[src/rtl/juggle_pkg.sv]
// Shared widths, slot record and scheduler state encoding for the juggling pipeline.
package juggle_pkg;

  localparam int THROW_W    = 3;
  localparam int BALL_W     = 3;
  localparam int SLOT_DEPTH = 8;
  localparam int MAX_PERIOD = 7;
  localparam int PTR_W      = $clog2(SLOT_DEPTH);

  typedef struct packed {
    logic              v;
    logic [BALL_W-1:0] id;
  } slot_t;

  typedef enum logic [1:0] {IDLE, LOAD, RUN} sched_state_t;

endpackage

[src/rtl/landing_ring.sv]
// Landing ring: one slot per future beat holding the ball due to land there.
// Read port is combinational with an optional clear; the write port wins on the same index.
module landing_ring
  import juggle_pkg::*;
(
  input  logic              clk_in,
  input  logic              rst_in,
  input  logic              clr,
  input  logic [PTR_W-1:0]  rd_idx,
  input  logic              rd_clr,
  output slot_t             rd_slot,
  input  logic              wr_en,
  input  logic [PTR_W-1:0]  wr_idx,
  input  slot_t             wr_slot,
  output logic              collision,
  output logic [BALL_W-1:0] count
);

  slot_t ring [SLOT_DEPTH];

  // Slot storage: bulk clear, then catch (read-clear) and throw (write).
  always_ff @(posedge clk_in) begin
    if (rst_in || clr) begin
      for (int i = 0; i < SLOT_DEPTH; i++) ring[i] <= '0;
    end else begin
      if (rd_clr) ring[rd_idx] <= '0;
      if (wr_en)  ring[wr_idx] <= wr_slot;
    end
  end

  assign rd_slot   = ring[rd_idx];
  assign collision = wr_en && ring[wr_idx].v;

  // Balls currently airborne; never exceeds 7 since at most 7 balls are ever injected.
  always_comb begin
    count = '0;
    for (int i = 0; i < SLOT_DEPTH; i++)
      count = count + {{(BALL_W-1){1'b0}}, ring[i].v};
  end

endmodule

[src/rtl/throw_scheduler.sv]
// Throw scheduler: issues one throw (ball, hand, height) per beat from a latched siteswap.
// Optional checking: define SCHED_ERR_EN to enable the sticky collision / dropped-ball flag.
//
//  state | meaning
//  IDLE  | waiting for a rising edge on pattern_valid_in; beats ignored
//  LOAD  | latch pattern, length, ball count; clear ring and counters
//  RUN   | one throw decision per new_beat; leaves when pattern_valid_in falls
module throw_scheduler
  import juggle_pkg::*;
(
  input  logic               clk_in,
  input  logic               rst_in,
  input  logic               new_beat,
  input  logic [THROW_W-1:0] pattern_in [MAX_PERIOD-1:0],
  input  logic [2:0]         pattern_length,
  input  logic [BALL_W-1:0]  num_balls_in,
  input  logic               pattern_valid_in,
  output logic               throw_valid_out,
  output logic [BALL_W-1:0]  throw_ball_out,
  output logic [THROW_W-1:0] throw_height_out,
  output logic               throw_hand_out,
  output logic               running_out,
  output logic [BALL_W-1:0]  balls_air_out,
  output logic               error_out
);

`ifdef SCHED_ERR_EN
  localparam bit ERR_EN = 1'b1;
`else
  localparam bit ERR_EN = 1'b0;
`endif

  sched_state_t       state_q;
  logic               pv_q;
  logic [THROW_W-1:0] pat_q [MAX_PERIOD-1:0];
  logic [2:0]         len_q;
  logic [BALL_W-1:0]  nb_q;
  logic [PTR_W-1:0]   p_q;
  logic [2:0]         idx_q;
  logic [BALL_W-1:0]  next_ball_q;
  logic               hand_q;

  logic [THROW_W-1:0] h;
  logic               beat;
  logic               ring_clr;
  logic               rd_clr;
  slot_t              rd_slot;
  logic               wr_en;
  logic [PTR_W-1:0]   wr_idx;
  slot_t              wr_slot;
  logic               collision;
  logic [BALL_W-1:0]  ball;
  logic               has_ball;
  logic               inject;
  logic               err_ev;

  assign h        = pat_q[idx_q];
  // A falling pattern_valid_in beats a simultaneous new_beat.
  assign beat     = (state_q == RUN) && new_beat && pattern_valid_in;
  assign ring_clr = (state_q == LOAD) || ((state_q == RUN) && !pattern_valid_in);

  // Ball source for this beat: a landing ball first, else inject a fresh one for a real throw.
  always_comb begin
    rd_clr   = 1'b0;
    ball     = '0;
    has_ball = 1'b0;
    inject   = 1'b0;
    if (beat) begin
      if (rd_slot.v) begin
        ball     = rd_slot.id;
        has_ball = 1'b1;
        rd_clr   = 1'b1;
      end else if ((next_ball_q < nb_q) && (h != '0)) begin
        ball     = next_ball_q;
        has_ball = 1'b1;
        inject   = 1'b1;
      end
    end
  end

  assign wr_en   = beat && has_ball && (h != '0);
  assign wr_idx  = p_q + h;
  assign wr_slot = '{v: 1'b1, id: ball};
  // Collision overwrites the slot; a landing ball with a zero throw is dropped.
  assign err_ev  = ERR_EN && (collision || (beat && rd_slot.v && (h == '0)));

  landing_ring u_ring (
    .clk_in    (clk_in),
    .rst_in    (rst_in),
    .clr       (ring_clr),
    .rd_idx    (p_q),
    .rd_clr    (rd_clr),
    .rd_slot   (rd_slot),
    .wr_en     (wr_en),
    .wr_idx    (wr_idx),
    .wr_slot   (wr_slot),
    .collision (collision),
    .count     (balls_air_out)
  );

  // Sequencing FSM with registered throw outputs.
  always_ff @(posedge clk_in) begin
    if (rst_in) begin
      state_q          <= IDLE;
      // Track the level through reset so a valid already high is not mistaken for a new edge.
      pv_q             <= pattern_valid_in;
      for (int i = 0; i < MAX_PERIOD; i++) pat_q[i] <= '0;
      len_q            <= '0;
      nb_q             <= '0;
      p_q              <= '0;
      idx_q            <= '0;
      next_ball_q      <= '0;
      hand_q           <= 1'b0;
      throw_valid_out  <= 1'b0;
      throw_ball_out   <= '0;
      throw_height_out <= '0;
      throw_hand_out   <= 1'b0;
      running_out      <= 1'b0;
      error_out        <= 1'b0;
    end else begin
      pv_q            <= pattern_valid_in;
      throw_valid_out <= 1'b0;
      case (state_q)
        IDLE: begin
          if (pattern_valid_in && !pv_q) state_q <= LOAD;
        end
        LOAD: begin
          pat_q       <= pattern_in;
          len_q       <= pattern_length;
          nb_q        <= num_balls_in;
          p_q         <= '0;
          idx_q       <= '0;
          next_ball_q <= '0;
          hand_q      <= 1'b0;
          error_out   <= 1'b0;
          running_out <= 1'b1;
          state_q     <= RUN;
        end
        RUN: begin
          if (!pattern_valid_in) begin
            // error_out stays sticky so a fault can still be read after the pattern stops.
            state_q          <= IDLE;
            running_out      <= 1'b0;
            throw_ball_out   <= '0;
            throw_height_out <= '0;
            throw_hand_out   <= 1'b0;
          end else if (new_beat) begin
            if (wr_en) begin
              throw_valid_out  <= 1'b1;
              throw_ball_out   <= ball;
              throw_height_out <= h;
              throw_hand_out   <= hand_q;
            end
            if (inject) next_ball_q <= next_ball_q + BALL_W'(1);
            if (err_ev) error_out <= 1'b1;
            p_q    <= p_q + PTR_W'(1);
            idx_q  <= (idx_q == len_q - 3'd1) ? 3'd0 : idx_q + 3'd1;
            hand_q <= ~hand_q;
          end
        end
        default: state_q <= IDLE;
      endcase
    end
  end

endmodule

[config.mk]
export PLATFORM = sky130hd
export DESIGN_NAME = throw_scheduler
export DESIGN_NICKNAME = d
export VERILOG_FILES = /design/src/rtl/juggle_pkg.sv /design/src/rtl/landing_ring.sv /design/src/rtl/throw_scheduler.sv
export SDC_FILE = /design/constraint.sdc
export NUM_CORES = 1
export LEC_CHECK = 0
export ABC_AREA = 1
export BUFFER_PORTS_ARGS = -buffer_cell sky130_fd_sc_hd__buf_2
export CAP_MARGIN = 10
export CORE_MARGIN = 5
export CORE_UTILIZATION = 53
export DETAILED_ROUTE_END_ITERATION = 6
export HOLD_SLACK_MARGIN = 0.06
export PLACE_DENSITY = 0.87
export SYNTH_ARGS = -nofsm -noshare
export SYNTH_HDL_FRONTEND = slang
export SYNTH_SLANG_ARGS = --single-unit
export TNS_END_PERCENT = 100
[constraint.sdc]
create_clock -name clk_in -period 2.8 [get_ports clk_in]
set_input_delay 0.28 -clock clk_in [delete_from_list [all_inputs] [get_ports clk_in]]
set_output_delay 0.28 -clock clk_in [all_outputs]
set_load 0.1 [all_outputs]
Yosys cells after proc, flatten, opt, wreduce, memory -nomap -nowiden
Memory sizes are Yosys's and may differ from the RTL's. A register that Yosys moved wholly into a read port is not among the register bits.
Cells that the tools add are included.
{"block": "word_totals", "memories": 1, "reg_bits": 49, "out_inout_bits": 13, "ram_bits": 32}
{"block": "classes", "n_bitwise": 4, "eq_ne": 10, "add_sub_neg": 12, "reduce_logical": 22, "order_cmp": 2, "muxes": 56}
{"memory": "u_ring.ring", "words": 8, "width": 4, "rd": 9, "rd_clocked_by_memory_dff": 1, "wr": 8, "line_no": "landing_ring.sv:19", "rtl": "slot_t ring [SLOT_DEPTH];"}
{"cell": "$mux 3", "n": 22}
{"cell": "$mux 1", "n": 23}
{"cell": "$add 3x1->3", "n": 6}
{"cell": "$pmux 3 s2", "n": 3}
{"cell": "$ne 2x2->1 const B", "n": 6}
{"cell": "$reduce_or 4->1", "n": 3}
{"cell": "$add 3x1->3 const B", "n": 3}
{"cell": "$bmux 3 s3", "n": 1}
{"cell": "$mux 4", "n": 2}
{"cell": "$logic_and 1x1->1", "n": 7}
{"cell": "$pmux 2 s3", "n": 1}
{"cell": "$reduce_and 3->1", "n": 2}
{"cell": "$lt 3x4->1 const B", "n": 1}
{"cell": "$mux 2", "n": 2}
{"cell": "$not 1->1", "n": 4}
{"cell": "$pmux 1 s2", "n": 2}
{"cell": "$reduce_and 2->1", "n": 2}
{"cell": "$reduce_and 4->1", "n": 1}
{"cell": "$add 3x3->3", "n": 1}
{"cell": "$eq 3x3->1", "n": 1}
{"cell": "$lt 3x3->1", "n": 1}
{"cell": "$reduce_bool 3->1", "n": 1}
{"cell": "$sub 3x1->3 const B", "n": 1}
{"cell": "$add 1x1->2", "n": 1}
{"cell": "7 further kinds", "n": 9}

Logic depth before layout (Yosys ltp)
Gate-level depths: netlist (run 1).
{"block": "logic_depth", "word_depth": 14, "ltp_mapped": 18, "ltp_nobuf": 17}

Hierarchy
Synthesis (run 1) repeated with hierarchy kept, for this count alone.
{"block": "unflattened", "hier_cells": 545, "hier_area_um2": 4256.6}
{"mod": "throw_scheduler", "cells_per_inst": 321, "area_per_inst_um2": 2373.5, "seq_area_each_um2": 980.9, "instances": 1}
{"mod": "landing_ring", "cells_per_inst": 224, "area_per_inst_um2": 1883.1, "seq_area_each_um2": 960.9, "instances": 1}

Worst setup path before layout (run 1)
OpenSTA, ideal clock, no wires.
{"block": "synth_path", "path_type": "register to output", "start": "mem u_ring.ring[1][3] in the netlist's numbering", "end": "out balls_air_out[2]", "n_path_buf": 0, "t_arrival_ns": 3.706, "setup_slack_ns": -1.186, "path_stages_with_launch": 10, "cell_sequence": "dfxtp_1 > ha_1 > inv_1 > fa_1 > fa_1 > inv_1 > fa_1 > inv_1 > fa_1 > xnor2_1"}
{"item": "start, declared", "line_no": "landing_ring.sv:19"}
{"item": "end, declared", "line_no": "throw_scheduler.sv:23", "rtl": "output logic [BALL_W-1:0] balls_air_out,"}

==> impl_table.tex, run 1 <==
\begin{tabular}{lr}
\hline
Metric & Value \\
\hline
\multicolumn{2}{l}{\textbf{Routing}} \\
\quad Number of remaining DRC errors & 0 \\
\quad Total length of routed wires & 9880 µm \\
\quad Drt wl/cell & 14.4 µm \\
\quad Vias per std cell & 5.40 \\
\quad Antenna Nets Post-Route & 0 \\
\quad DRC violation total after the first TritonRoute iteration & 264 \\
\quad Via count of the routed design & 3717 \\
\quad First-pass detailed-route iteration total & 6 \\
\multicolumn{2}{l}{\textbf{CTS}} \\
\quad Clk root buf & clkbuf\_8 \\
\quad Clock edge transition at the registers on the reported setup and hold paths & 80 ps \\
\quad CTS HTree Levels & 3 \\
\quad Clock tree from TritonCTS & yes \\
\quad Clk\_lat worst skew & 360 ps \\
\quad Cts bufs inserted & 9 \\
\quad Clock tree buffer depth & 2 \\
\quad Clock sink total & 84 \\
\multicolumn{2}{l}{\textbf{Power}} \\
\quad Peak ir drop on the vdd network & 0.646 mV \\
\quad Power density cells & 807 nW/µm² \\
\quad Leakage dissipation & 2.14 nW \\
\multicolumn{2}{l}{\textbf{Global routing}} \\
\quad Vias in the first global route & 3443 \\
\quad Overall Global Routing Usage & 0.200 \\
\quad Pin count of the biggest net entering global routing & 49 \\
\quad Grt total ovfl & 0 \\
\quad Number of antenna violations at the first check in global routing & 0 \\
\quad Global-route wire length before repair & 16000 µm \\
\multicolumn{2}{l}{\textbf{Placement}} \\
\quad Half-perimeter wire length after detailed placement & 7260 µm \\
\quad Post-placement cell area & 4690 µm² \\
\quad Total of buffers placed on input and output ports & 42 \\
\quad Weighted congestion reported at the end of routability-driven placement & 0.941 \\
\quad DP Cell Count & 672 \\
\multicolumn{2}{l}{\textbf{Floorplanning}} \\
\quad \# IOs & 44 \\
\quad Area inside the core boundary & 7810 µm² \\
\quad Die width & 99.8 µm \\
\quad Number of rows created at floorplan & 32 \\
\quad DIE HEIGHT & 99.8 µm \\
\quad Initial core utilization & 0.547 \\
\quad Die Footprint & 9960 µm² \\
\multicolumn{2}{l}{\textbf{STA}} \\
\quad Minimum clock period & 3400 ps \\
\quad Worst Clk Skew & 10.3 ps \\
\quad Part of the cycle the worst path needs & 1.21 \\
\quad Setup violations, final & 3 \\
\quad Final Hold Fails & 0 \\
\quad Setup ws final & -595 ps \\
\quad Max Transition Viols Final & 0 \\
\quad Setup repair after global routing missed its margin & yes \\
\quad Max Clk Rate & 295 MHz \\
\quad Worst hold slack after final layout & 138 ps \\
\quad Total negative slack for setup checks & -1280 ps \\
\multicolumn{2}{l}{\textbf{Yosys}} \\
\quad Mapped Nets & 582 \\
\quad Fraction of the yosys area taken by sequential cells & 0.450 \\
\quad Netlist area before placement & 4270 µm² \\
\quad Mapped Cells & 534 \\
\quad Count of cell types in the netlist & 34 \\
\quad Dominant cell by count in the synthesized netlist & nand2\_1 \\
\quad Yosys top cell area share & 0.281 \\
\quad Share of async-settable or async-resettable flops after synthesis & 0 \\
\quad Library cell with the largest summed area after synthesis & dfxtp\_1 \\
\quad Synth top cells by count & 87 x nand2\_1, 63 x nor2\_1, 60 x dfxtp\_1, 59 x inv\_1, 49 x a21oi\_1 \\
\quad Ys Warns & 0 \\
\quad Flip-flop and latch count after synthesis & 84 \\
\quad Average size of a mapped cell & 8.00 µm² \\
\quad Biggest area contributors in the synthesized netlist & dfxtp\_1 28\%, edfxtp\_1 17\%, nand2\_1 7.6\% \\
\quad Post-synth EDFFs & 24 \\
\quad Prevailing post-synth register cell & dfxtp\_1 \\
\multicolumn{2}{l}{\textbf{Critical path}} \\
\quad Data arrival time of the critical path & 3120 ps \\
\quad Kind of critical path & register to primary output \\
\quad Worst Path Max Fanout & 2 \\
\quad Capturing element type of the critical path & primary output \\
\quad Category of the worst setup path launch point & register \\
\quad Worst reg2reg setup slack & 200 ps \\
\quad Worst Path Required & 2520 ps \\
\multicolumn{2}{l}{\textbf{Finish}} \\
\quad Number of antenna diodes & 0 \\
\quad Fill cells & 626 \\
\quad Final \#Nets & 630 \\
\quad Area occupied by multi-input gates & 2060 µm² \\
\quad Share of final-layout standard cells stronger than drive strength 1 & 0.246 \\
\quad Area used by sequential logic in the layout & 1930 µm² \\
\quad Layout Cell Area excl Fill & 4990 µm² \\
\quad Finished Layout Cells & 688 \\
\quad Area growth, synth to finish & 16.7\% \\
\multicolumn{2}{l}{\textbf{Worst hold path}} \\
\quad Hold WC Path Type & primary input to register \\
\multicolumn{2}{l}{\textbf{Status}} \\
\quad Violated checks & setup timing \\
\quad Result of the run & finished with violations \\
\multicolumn{2}{l}{\textbf{Job}} \\
\quad Max-cap check violation count & 0 \\
\hline
\end{tabular}
## state kept, by name, summed over array words and instances (netlist names), 2 cells and up, named ones only
signal / count
idx_q: 3
len_q: 3
nb_q: 3
next_ball_q: 3
p_q: 3
pat_q: 21
state_q: 2
throw_ball_out: 3
throw_height_out: 3
u_ring.ring: 32
## path summary, 6_finish.rpt
check | cells after the start | from | endpoint
setup / recovery | 10 | u_ring.ring[1][3] | balls_air_out[1]
hold / removal | 3 | pattern_in[19] | pat_q[19]
setup reg to reg | 17 | idx_q[0] | u_ring.ring[3][0]
hold reg to reg | 2 | u_ring.ring[7][3] | u_ring.ring[7][3]
## cell families after synthesis
kind of cell / share of synthesized area
simple gates: 0.269
compound gates: 0.117
buf+inv: 0.0922
flops: 0.450
fa+ha+maj: 0.0585
xor+xnor: 0.0123
other cells: 0.000877
## critical path: stages (launching register included)
cell and delay [ps]:
dfxtp_2 350, ha_4 260, inv_2 30, fa_1 460, fa_1 520, inv_2 40
fa_2 330, inv_2 60, fa_2 440, clkinvlp_4 100, buf_12 160
## stage by stage
stage	total power, mW	utilization	setup slack [ps]
6_report	4.03	0.639	-595
5_1_grt	4.27	0.639	-680
4_1_cts	3.97	0.627	-609
3_5_place_dp	3.09	0.601	-207
3_3_place_gp	3.01	0.601	-144
2_1_floorplan	2.76	-	-221
## cell type report
cell class / count / area share
repair buffers: 59 / 0.0772
multi-input cells: 355 / 0.414
well taps: 102 / 0.0256
flip-flops and latches: 84 / 0.386
clock buffers: 11 / 0.0313
inverters: 73 / 0.0567
clock inverters: 4 / 0.00953
## routing by layer
layer | wire length (µm) | track usage | vias up
met5 | 0 | 0 | -
met4 | 220 | 0.0641 | 0
met3 | 729 | 0.0514 | 27
met2 | 5050 | 0.343 | 145
met1 | 3880 | 0.246 | 1715
li1 | - | - | 1830
## report_power, final
part,internal [mW],switching (mW)
clock,0.468,0.430
combinational,0.452,1.04
sequential,1.54,0.104
total,2.46,1.57
## cell usage in the layout (no fill, tap or decap), types with 2 or more instances in the layout
cell type,count
nor3_1,8
nand3_2,13
fa_2,3
nand2_4,6
nand3_1,31
a211oi_1,2
nor2_2,3
nor2_1,63
a21oi_1,49
fa_1,2
inv_1,55
clkinvlp_4,2
nand2_1,84
buf_2,39
dfxtp_2,3
buf_12,3
buf_4,16
edfxtp_1,24
nand2_2,12
dfxtp_1,57
inv_4,2
nor2_4,4
xnor2_1,3
nand4_1,6
clkbuf_8,9
inv_2,15
o22ai_1,2
clkinv_2,2
nand3_4,4
a22o_1,2
ha_1,11
o21ai_0,38
## timing repair
action / 4_1_cts / 5_1_grt
pin swaps: 0 / 3
resized for setup: 0 / 19
endpoints found under the setup margin: 3 / 37
hold buffers: 0 / 1
endpoints found under the hold margin: 0 / 1
buffers inserted: 0 / 0
Note: power is estimated with default switching activity, not from simulation.
==> run 2: changes to the inputs <==
--- a/config.mk
+++ b/config.mk
@@ -5,14 +5,15 @@
 export SDC_FILE = /design/constraint.sdc
 export NUM_CORES = 1
 export LEC_CHECK = 0
-export ABC_AREA = 1
+export ABC_AREA = 0
 export BUFFER_PORTS_ARGS = -buffer_cell sky130_fd_sc_hd__buf_2
 export CAP_MARGIN = 10
 export CORE_MARGIN = 5
-export CORE_UTILIZATION = 53
+export CORE_UTILIZATION = 26
 export DETAILED_ROUTE_END_ITERATION = 6
 export HOLD_SLACK_MARGIN = 0.06
-export PLACE_DENSITY = 0.87
+export PLACE_DENSITY = 0.54
+export SKIP_LAST_GASP = 1
 export SYNTH_ARGS = -nofsm -noshare
 export SYNTH_HDL_FRONTEND = slang
 export SYNTH_SLANG_ARGS = --single-unit
==> impl_table.tex, run 2 <==
\begin{tabular}{lr}
\hline
Metric & Value \\
\hline
\multicolumn{2}{l}{\textbf{STA}} \\
\quad Setup repair after global routing missed its margin & yes \\
\quad Max Transition Viols Final & 0 (unchanged) \\
\quad Setup ws final & -503 ps (+92.6 ps) \\
\quad Max Clk Rate & 303 MHz (+2.8\%) \\
\quad Minimum clock period & 3300 ps (-92.6 ps) \\
\quad Total negative slack for setup checks & -1060 ps (+221 ps) \\
\quad Relative slew margins & 0.550 \\
\quad Final Hold Fails & 0 (unchanged) \\
\quad Worst Clk Skew & 4.58 ps (-5.68 ps) \\
\quad Part of the cycle the worst path needs & 1.18 (-0.0331) \\
\quad Setup violations, final & 3 (unchanged) \\
\quad Actual transition at the worst max-transition pin & 674 ps \\
\multicolumn{2}{l}{\textbf{Yosys}} \\
\quad Flip-flop and latch count after synthesis & 84 (unchanged) \\
\quad Synth top cells by count & 77 x nor2\_1, 60 x dfxtp\_1, 39 x mux2i\_1, 36 x nand2\_1, 27 x inv\_1 \\
\quad Fraction of the yosys area taken by sequential cells & 0.467 (+0.0169) \\
\quad Dominant cell by count in the synthesized netlist & nor2\_1 \\
\quad Mapped Nets & 460 (-21\%) \\
\quad Average size of a mapped cell & 10.0 µm² (+25\%) \\
\quad Yosys top cell area share & 0.292 (+0.0106) \\
\quad Ys Warns & 0 (unchanged) \\
\quad Library cell with the largest summed area after synthesis & dfxtp\_1 \\
\quad Mapped Cells & 412 (-23\%) \\
\quad Biggest area contributors in the synthesized netlist & dfxtp\_1 29\%, edfxtp\_1 17\%, mux2i\_1 9.5\% \\
\quad Count of cell types in the netlist & 50 (+47\%) \\
\quad Post-synth EDFFs & 24 (unchanged) \\
\quad Netlist area before placement & 4120 µm² (-3.6\%) \\
\quad Prevailing post-synth register cell & dfxtp\_1 \\
\quad Share of async-settable or async-resettable flops after synthesis & 0 (unchanged) \\
\multicolumn{2}{l}{\textbf{CTS}} \\
\quad Cts bufs inserted & 9 (unchanged) \\
\quad Clock edge transition at the registers on the reported setup and hold paths & 60 ps (-20 ps) \\
\quad Number of hold-repair buffers added at the cts stage & 0 (unchanged) \\
\quad Clk\_lat worst skew & 340 ps (-20 ps) \\
\quad Clock sink total & 84 (unchanged) \\
\quad Post-CTS setup buffer count & 0 (unchanged) \\
\quad Clock tree from TritonCTS & yes \\
\quad Clock tree buffer depth & 2 (unchanged) \\
\quad Clk root buf & clkbuf\_16 \\
\quad CTS HTree Levels & 3 (unchanged) \\
\multicolumn{2}{l}{\textbf{Finish}} \\
\quad Final \#Nets & 519 (-18\%) \\
\quad Largest regs & u\_ring.ring (32), pat\_q (21) \\
\quad Largest register by flop count & u\_ring.ring \\
\quad Area growth, synth to finish & 24.9\% \\
\quad Most common library cell in the layout ignoring fill and taps & nor2\_1 \\
\quad Highest-count cells in the layout ignoring fill and taps & 77 x nor2\_1, 55 x dfxtp\_1, 39 x mux2i\_1, 39 x buf\_2, 34 x nand2\_1 \\
\quad Share of final-layout standard cells stronger than drive strength 1 & 0.261 (+0.0148) \\
\quad Largest register FFs & 32 (unchanged) \\
\quad Layout Cell Area excl Fill & 5140 µm² (+3.1\%) \\
\quad Finished Layout Cells & 692 (+0.58\%) \\
\quad Number of antenna diodes & 0 (unchanged) \\
\multicolumn{2}{l}{\textbf{Critical path}} \\
\quad Kind of critical path & register to primary output \\
\quad Worst Path Required & 2520 ps (about the same) \\
\quad Crit. Startpoint & u\_ring.ring[0][3] \\
\quad Worst Path Max Fanout & 2 (unchanged) \\
\quad Reg2reg start & idx\_q[0] \\
\quad Worst-path cell with the longest stage delay & fa\_1 \\
\quad Category of the worst setup path launch point & register \\
\quad Capturing element type of the critical path & primary output \\
\quad Slowest cell delay on critical path & 480 ps (-40 ps) \\
\quad Data arrival time of the critical path & 3020 ps (-100 ps) \\
\quad Largest delay share family, worst path & adder cells \\
\quad Count of buffer and inverter cells on the critical path & 5 (unchanged) \\
\quad Cell Chain, Critical Path & ha\_4, inv\_2, fa\_1, fa\_1, inv\_1, fa\_2, inv\_2, fa\_2, clkinvlp\_4, buf\_12 \\
\quad Worst reg2reg setup slack & 180 ps (-20 ps) \\
\multicolumn{2}{l}{\textbf{Power}} \\
\quad Sw Pwr & 0.652 mW (-59\%) \\
\quad Internal Dissipation & 2.18 mW (-11\%) \\
\quad Net Sw Frac & 0.230 (-0.160) \\
\quad Power density cells & 551 nW/µm² (-32\%) \\
\quad Sequential share of power & 0.468 (+0.061) \\
\quad Peak ir drop on the vdd network & 0.323 mV (-50\%) \\
\quad Leakage dissipation & 1.91 nW (-11\%) \\
\quad Combinational power share & 0.094 (-0.276) \\
\quad Clock Power Share & 0.437 (+0.214) \\
\multicolumn{2}{l}{\textbf{Routing}} \\
\quad Via count of the routed design & 3088 (-17\%) \\
\quad Number of remaining DRC errors & 0 (unchanged) \\
\quad DRC violation total after the first TritonRoute iteration & 173 (-34\%) \\
\quad Antenna Nets Post-Route & 0 (unchanged) \\
\quad Drt wl/cell & 13.8 µm (-4.0\%) \\
\quad First-pass detailed-route iteration total & 4 (-2) \\
\quad Vias per std cell & 4.46 (-17\%) \\
\quad Total length of routed wires & 9540 µm (-3.5\%) \\
\multicolumn{2}{l}{\textbf{Floorplanning}} \\
\quad Number of rows created at floorplan & 46 (+44\%) \\
\quad DIE HEIGHT & 136 µm (+36\%) \\
\quad Die Footprint & 18500 µm² (+85\%) \\
\quad Area inside the core boundary & 15700 µm² (+100\%) \\
\quad \# IOs & 44 (unchanged) \\
\quad Initial core utilization & 0.262 (-0.285) \\
\quad Die width & 136 µm (+36\%) \\
\multicolumn{2}{l}{\textbf{Placement}} \\
\quad DP Cell Count & 676 (+0.60\%) \\
\quad Half-perimeter wire length after detailed placement & 7230 µm (-0.40\%) \\
\quad Total of buffers placed on input and output ports & 42 (unchanged) \\
\quad Pre-CTS worst setup slack & -186 ps (+21.6 ps) \\
\quad Post-placement cell area & 4770 µm² (+1.7\%) \\
\quad Weighted congestion reported at the end of routability-driven placement & 0.839 (-11\%) \\
\multicolumn{2}{l}{\textbf{Worst hold path}} \\
\quad Hold WC Path Type & primary input to register \\
\quad Hold Path Origin & pattern\_valid\_in \\
\multicolumn{2}{l}{\textbf{Job}} \\
\quad Max-cap check violation count & 0 (unchanged) \\
\multicolumn{2}{l}{\textbf{Global routing}} \\
\quad Number of antenna violations at the first check in global routing & 0 (unchanged) \\
\quad Grt total ovfl & 0 (unchanged) \\
\quad Overall Global Routing Usage & 0.108 (-0.0916) \\
\quad Global-route wire length before repair & 15600 µm (-2.0\%) \\
\quad Pin count of the biggest net entering global routing & 50 (+2.0\%) \\
\quad Vias in the first global route & 3199 (-7.1\%) \\
\multicolumn{2}{l}{\textbf{Status}} \\
\quad Result of the run & finished with violations \\
\quad Violated checks & setup timing \\
\hline
\end{tabular}
-- run 2: logic make-up (layout without fill, tap and decap cells) --
logic type                 count (synthesis)  count (layout)  synth area share
and+or+nand+nor                          146             146             0.149
DFF                                       84              84             0.467
AOI/OAI and AO/OA                         59              59             0.110
muxes                                     51              51             0.145
buffers and inverters                     46             110            0.0474
adders and majority gates                 17              17            0.0608
xor gates and xnor gates                   8               8            0.0204
other                                      1               1          0.000910
-- run 2: path summary, 6_finish.rpt --
kind / endpoint / depth (start not counted)
setup / recovery: balls_air_out[1] / 10
hold / removal: pv_q / 1
setup reg to reg: u_ring.ring[0][0] / 11
hold reg to reg: throw_hand_out / 2
-- run 2: stage by stage --
| step | power (mW) | util | hold slack (ps) |
|---|---|---|---|
| 6_report | 2.84 | 0.327 | 146 |
| 5_1_grt | 2.94 | 0.327 | 148 |
| 4_1_cts | 2.86 | 0.324 | 129 |
| 3_5_place_dp | 1.62 | 0.304 | 462 |
| 3_3_place_gp | 1.61 | 0.304 | 456 |
| 2_1_floorplan | 1.54 | - | 308 |
-- run 2: repair_timing --
item                                   in CTS  in global routing
pin swaps                                   2                  2
gates resized for setup                     4                 12
endpoints found under the hold margin       0                  0
setup endpoints to repair                   9                 56
-- run 2: power by group through the flow --
stage	clock network [mW]	registers [mW]	logic (mW)
floorplan	0	1.37	0.175
global placement	0	1.35	0.259
detailed placement	0	1.36	0.265
CTS	1.27	1.33	0.266
global route	1.31	1.33	0.296
finish	1.24	1.33	0.268
-- run 2: routing by layer --
metal  vias up  GRT usage  wire [µm]
met5         -          0          0
met4         0     0.0426        169
met3         9     0.0329        488
met2        66      0.182       4650
met1      1472      0.131       4230
li1       1541          -          -
-- run 2: layout make-up --
cell class	count	area [µm²]
Fill cell	1605	10600
Multi-Input combinational cell	282	2090
Sequential cell	84	1930
Timing Repair Buffer	67	443
Tap cell	216	270
Clock buffer	12	236
Inverter	27	105
Clock inverter	4	73.8
-- run 2: worst register-to-register path, stage by stage (launching register included) --
cell	delay, ps
dfxtp_4	370
buf_4	160
o221ai_2	220
and2_4	180
ha_1	130
inv_1	50
fa_1	500
inv_1	40
a211oi_1	230
buf_4	170
nand3_1	120
nand2_1	160
==> run 3: changes to the inputs <==
--- a/config.mk
+++ b/config.mk
@@ -12,7 +12,6 @@
 export CORE_UTILIZATION = 26
 export DETAILED_ROUTE_END_ITERATION = 6
 export HOLD_SLACK_MARGIN = 0.06
-export PLACE_DENSITY = 0.54
 export SKIP_LAST_GASP = 1
 export SYNTH_ARGS = -nofsm -noshare
 export SYNTH_HDL_FRONTEND = slang
==> impl_table.tex, run 3 (synthesized netlist as in run 2, its figures left out) <==
\begin{tabular}{lr}
\hline
Metric & Value \\
\hline
\multicolumn{2}{l}{\textbf{Status}} \\
\quad Result of the run & finished with violations \\
\quad Violated checks & setup timing \\
\multicolumn{2}{l}{\textbf{STA}} \\
\quad Max Transition Viols Final & 0 (unchanged) \\
\quad Minimum clock period & 3320 ps (+12.9 ps) \\
\quad Final Hold Fails & 0 (unchanged) \\
\quad Actual transition at the worst max-transition pin & 702 ps (+28.1 ps) \\
\quad Relative slew margins & 0.531 (-0.0188) \\
\quad Worst Clk Skew & 5.01 ps (+0.436 ps) \\
\quad Setup repair after global routing missed its margin & yes \\
\quad Setup violations, final & 3 (unchanged) \\
\quad Total negative slack for setup checks & -1020 ps (+35.8 ps) \\
\quad Max Clk Rate & 302 MHz (-0.39\%) \\
\quad Part of the cycle the worst path needs & 1.18 (+0.00461) \\
\quad Setup ws final & -516 ps (-12.9 ps) \\
\multicolumn{2}{l}{\textbf{Finish}} \\
\quad Final \#Nets & 525 (+1.2\%) \\
\quad Largest regs & u\_ring.ring (32), pat\_q (21) \\
\quad Share of final-layout standard cells stronger than drive strength 1 & 0.272 (+0.0113) \\
\quad Layout Cell Area excl Fill & 5150 µm² (+0.12\%) \\
\quad Largest register FFs & 32 (unchanged) \\
\quad Fill cells & 1612 (+0.44\%) \\
\quad Finished Core Util & 0.328 (+0.000398) \\
\quad Most common library cell in the layout ignoring fill and taps & nor2\_1 \\
\quad Highest-count cells in the layout ignoring fill and taps & 77 x nor2\_1, 55 x dfxtp\_1, 39 x mux2i\_1, 39 x buf\_2, 34 x nand2\_1 \\
\quad Largest register by flop count & u\_ring.ring \\
\quad Number of antenna diodes & 0 (unchanged) \\
\quad Area growth, synth to finish & 25.1\% \\
\multicolumn{2}{l}{\textbf{CTS}} \\
\quad Number of hold-repair buffers added at the cts stage & 0 (unchanged) \\
\quad CTS HTree Levels & 3 (unchanged) \\
\quad Clock edge transition at the registers on the reported setup and hold paths & 60 ps (about the same) \\
\quad Clock tree buffer depth & 2 (unchanged) \\
\quad Clk\_lat worst skew & 340 ps (about the same) \\
\quad Cts bufs inserted & 9 (unchanged) \\
\quad Clock tree from TritonCTS & yes \\
\quad Clk root buf & clkbuf\_16 \\
\quad Clock sink total & 84 (unchanged) \\
\multicolumn{2}{l}{\textbf{Placement}} \\
\quad Half-perimeter wire length after detailed placement & 7130 µm (-1.4\%) \\
\quad Total of buffers placed on input and output ports & 42 (unchanged) \\
\quad Pre-CTS worst setup slack & -199 ps (-13.7 ps) \\
\quad Weighted congestion reported at the end of routability-driven placement & 0.827 (-1.4\%) \\
\quad Post-placement cell area & 4800 µm² (+0.58\%) \\
\multicolumn{2}{l}{\textbf{Critical path}} \\
\quad Category of the worst setup path launch point & register \\
\quad Cell Chain, Critical Path & ha\_4, inv\_2, fa\_1, fa\_1, inv\_2, fa\_2, inv\_2, fa\_2, clkinvlp\_4, buf\_12 \\
\quad Kind of critical path & register to primary output \\
\quad Capturing element type of the critical path & primary output \\
\quad Worst Path Required & 2520 ps (about the same) \\
\quad Reg2reg start & idx\_q[1] \\
\quad Count of buffer and inverter cells on the critical path & 5 (unchanged) \\
\quad Dominant cell type by count on the critical path & inv\_2 \\
\quad Crit. Startpoint & u\_ring.ring[1][3] \\
\quad Data arrival time of the critical path & 3040 ps (+20 ps) \\
\quad Slowest cell delay on critical path & 500 ps (+20 ps) \\
\quad Largest delay share family, worst path & adder cells \\
\quad Worst-path cell with the longest stage delay & fa\_1 \\
\quad Worst Path Max Fanout & 2 (unchanged) \\
\multicolumn{2}{l}{\textbf{Floorplanning}} \\
\quad Number of rows created at floorplan & 46 (unchanged) \\
\quad Die Footprint & 18500 µm² (unchanged) \\
\quad Area inside the core boundary & 15700 µm² (unchanged) \\
\quad \# IOs & 44 (unchanged) \\
\quad Die width & 136 µm (unchanged) \\
\quad Initial core utilization & 0.262 (unchanged) \\
\quad DIE HEIGHT & 136 µm (unchanged) \\
\multicolumn{2}{l}{\textbf{Routing}} \\
\quad Number of remaining DRC errors & 0 (unchanged) \\
\quad First-pass detailed-route iteration total & 4 (unchanged) \\
\quad Drt wl/cell & 13.6 µm (-1.0\%) \\
\quad DRC violation total after the first TritonRoute iteration & 158 (-8.7\%) \\
\quad Total length of routed wires & 9520 µm (-0.19\%) \\
\quad Antenna Nets Post-Route & 0 (unchanged) \\
\quad Via count of the routed design & 3099 (+0.36\%) \\
\quad Vias per std cell & 4.44 (-0.51\%) \\
\multicolumn{2}{l}{\textbf{Power}} \\
\quad Leakage dissipation & 1.93 nW (+0.89\%) \\
\quad Final Power & 2.74 mW (-3.4\%) \\
\quad Power density cells & 532 nW/µm² (-3.5\%) \\
\quad Peak ir drop on the vdd network & 0.330 mV (+2.4\%) \\
\multicolumn{2}{l}{\textbf{Global routing}} \\
\quad Grt total ovfl & 0 (unchanged) \\
\quad Pin count of the biggest net entering global routing & 50 (unchanged) \\
\quad Vias in the first global route & 3131 (-2.1\%) \\
\quad Overall Global Routing Usage & 0.108 (-0.000323) \\
\quad Global-route wire length before repair & 15700 µm (+0.44\%) \\
\quad Number of antenna violations at the first check in global routing & 0 (unchanged) \\
\multicolumn{2}{l}{\textbf{Worst hold path}} \\
\quad Hold Path Origin & pattern\_valid\_in \\
\quad Hold WC Path Type & primary input to register \\
\multicolumn{2}{l}{\textbf{Job}} \\
\quad Max-cap check violation count & 0 (unchanged) \\
\hline
\end{tabular}
-- run 3: final timing paths --
check	depth (start not counted)	slack [ps]	endpoint
max	10	-520	balls_air_out[1]
min	1	150	pv_q
max reg2reg	10	180	u_ring.ring[3][0]
min reg2reg	2	470	throw_hand_out
-- run 3: routing by layer --
metal / track usage / wire length (µm) / vias up / part of all wire
met2: 0.176 / 4610 / 59 / 0.48
li1: - / - / 1551 / -
met4: 0.0286 / 128 / 0 / 0.013
met3: 0.0418 / 527 / 9 / 0.055
met5: 0 / 0 / - / 0
met1: 0.134 / 4250 / 1480 / 0.45
-- run 3: timing repair --
action	CTS	global route
setup buffers	1	1
setup endpoints to repair	12	54
resized for setup	1	14
hold endpoints to repair	0	0
pin swaps	1	4
-- run 3: power breakdown --
group | total (mW) | internal [mW] | switching [mW]
registers | 1.33 | 1.30 | 0.0235
logic | 0.274 | 0.105 | 0.170
clock network | 1.14 | 0.682 | 0.456
-- run 3: layout make-up --
class / instances / area, µm² / area share
inverters: 27 / 105 / 0.0204
flip-flops and latches: 84 / 1930 / 0.374
multi-input cells: 282 / 2080 / 0.403
well taps: 216 / 270 / 0.0525
clock buffers: 10 / 229 / 0.0444
clock inverters: 6 / 55.1 / 0.0107
repair buffers: 73 / 488 / 0.0947
-- run 3: through the flow --
stage	instances	hold slack, ps
final	698	146
after global routing	698	126
after CTS	697	129
after detailed placement	680	459
after global placement	680	456
after floorplan	412	308
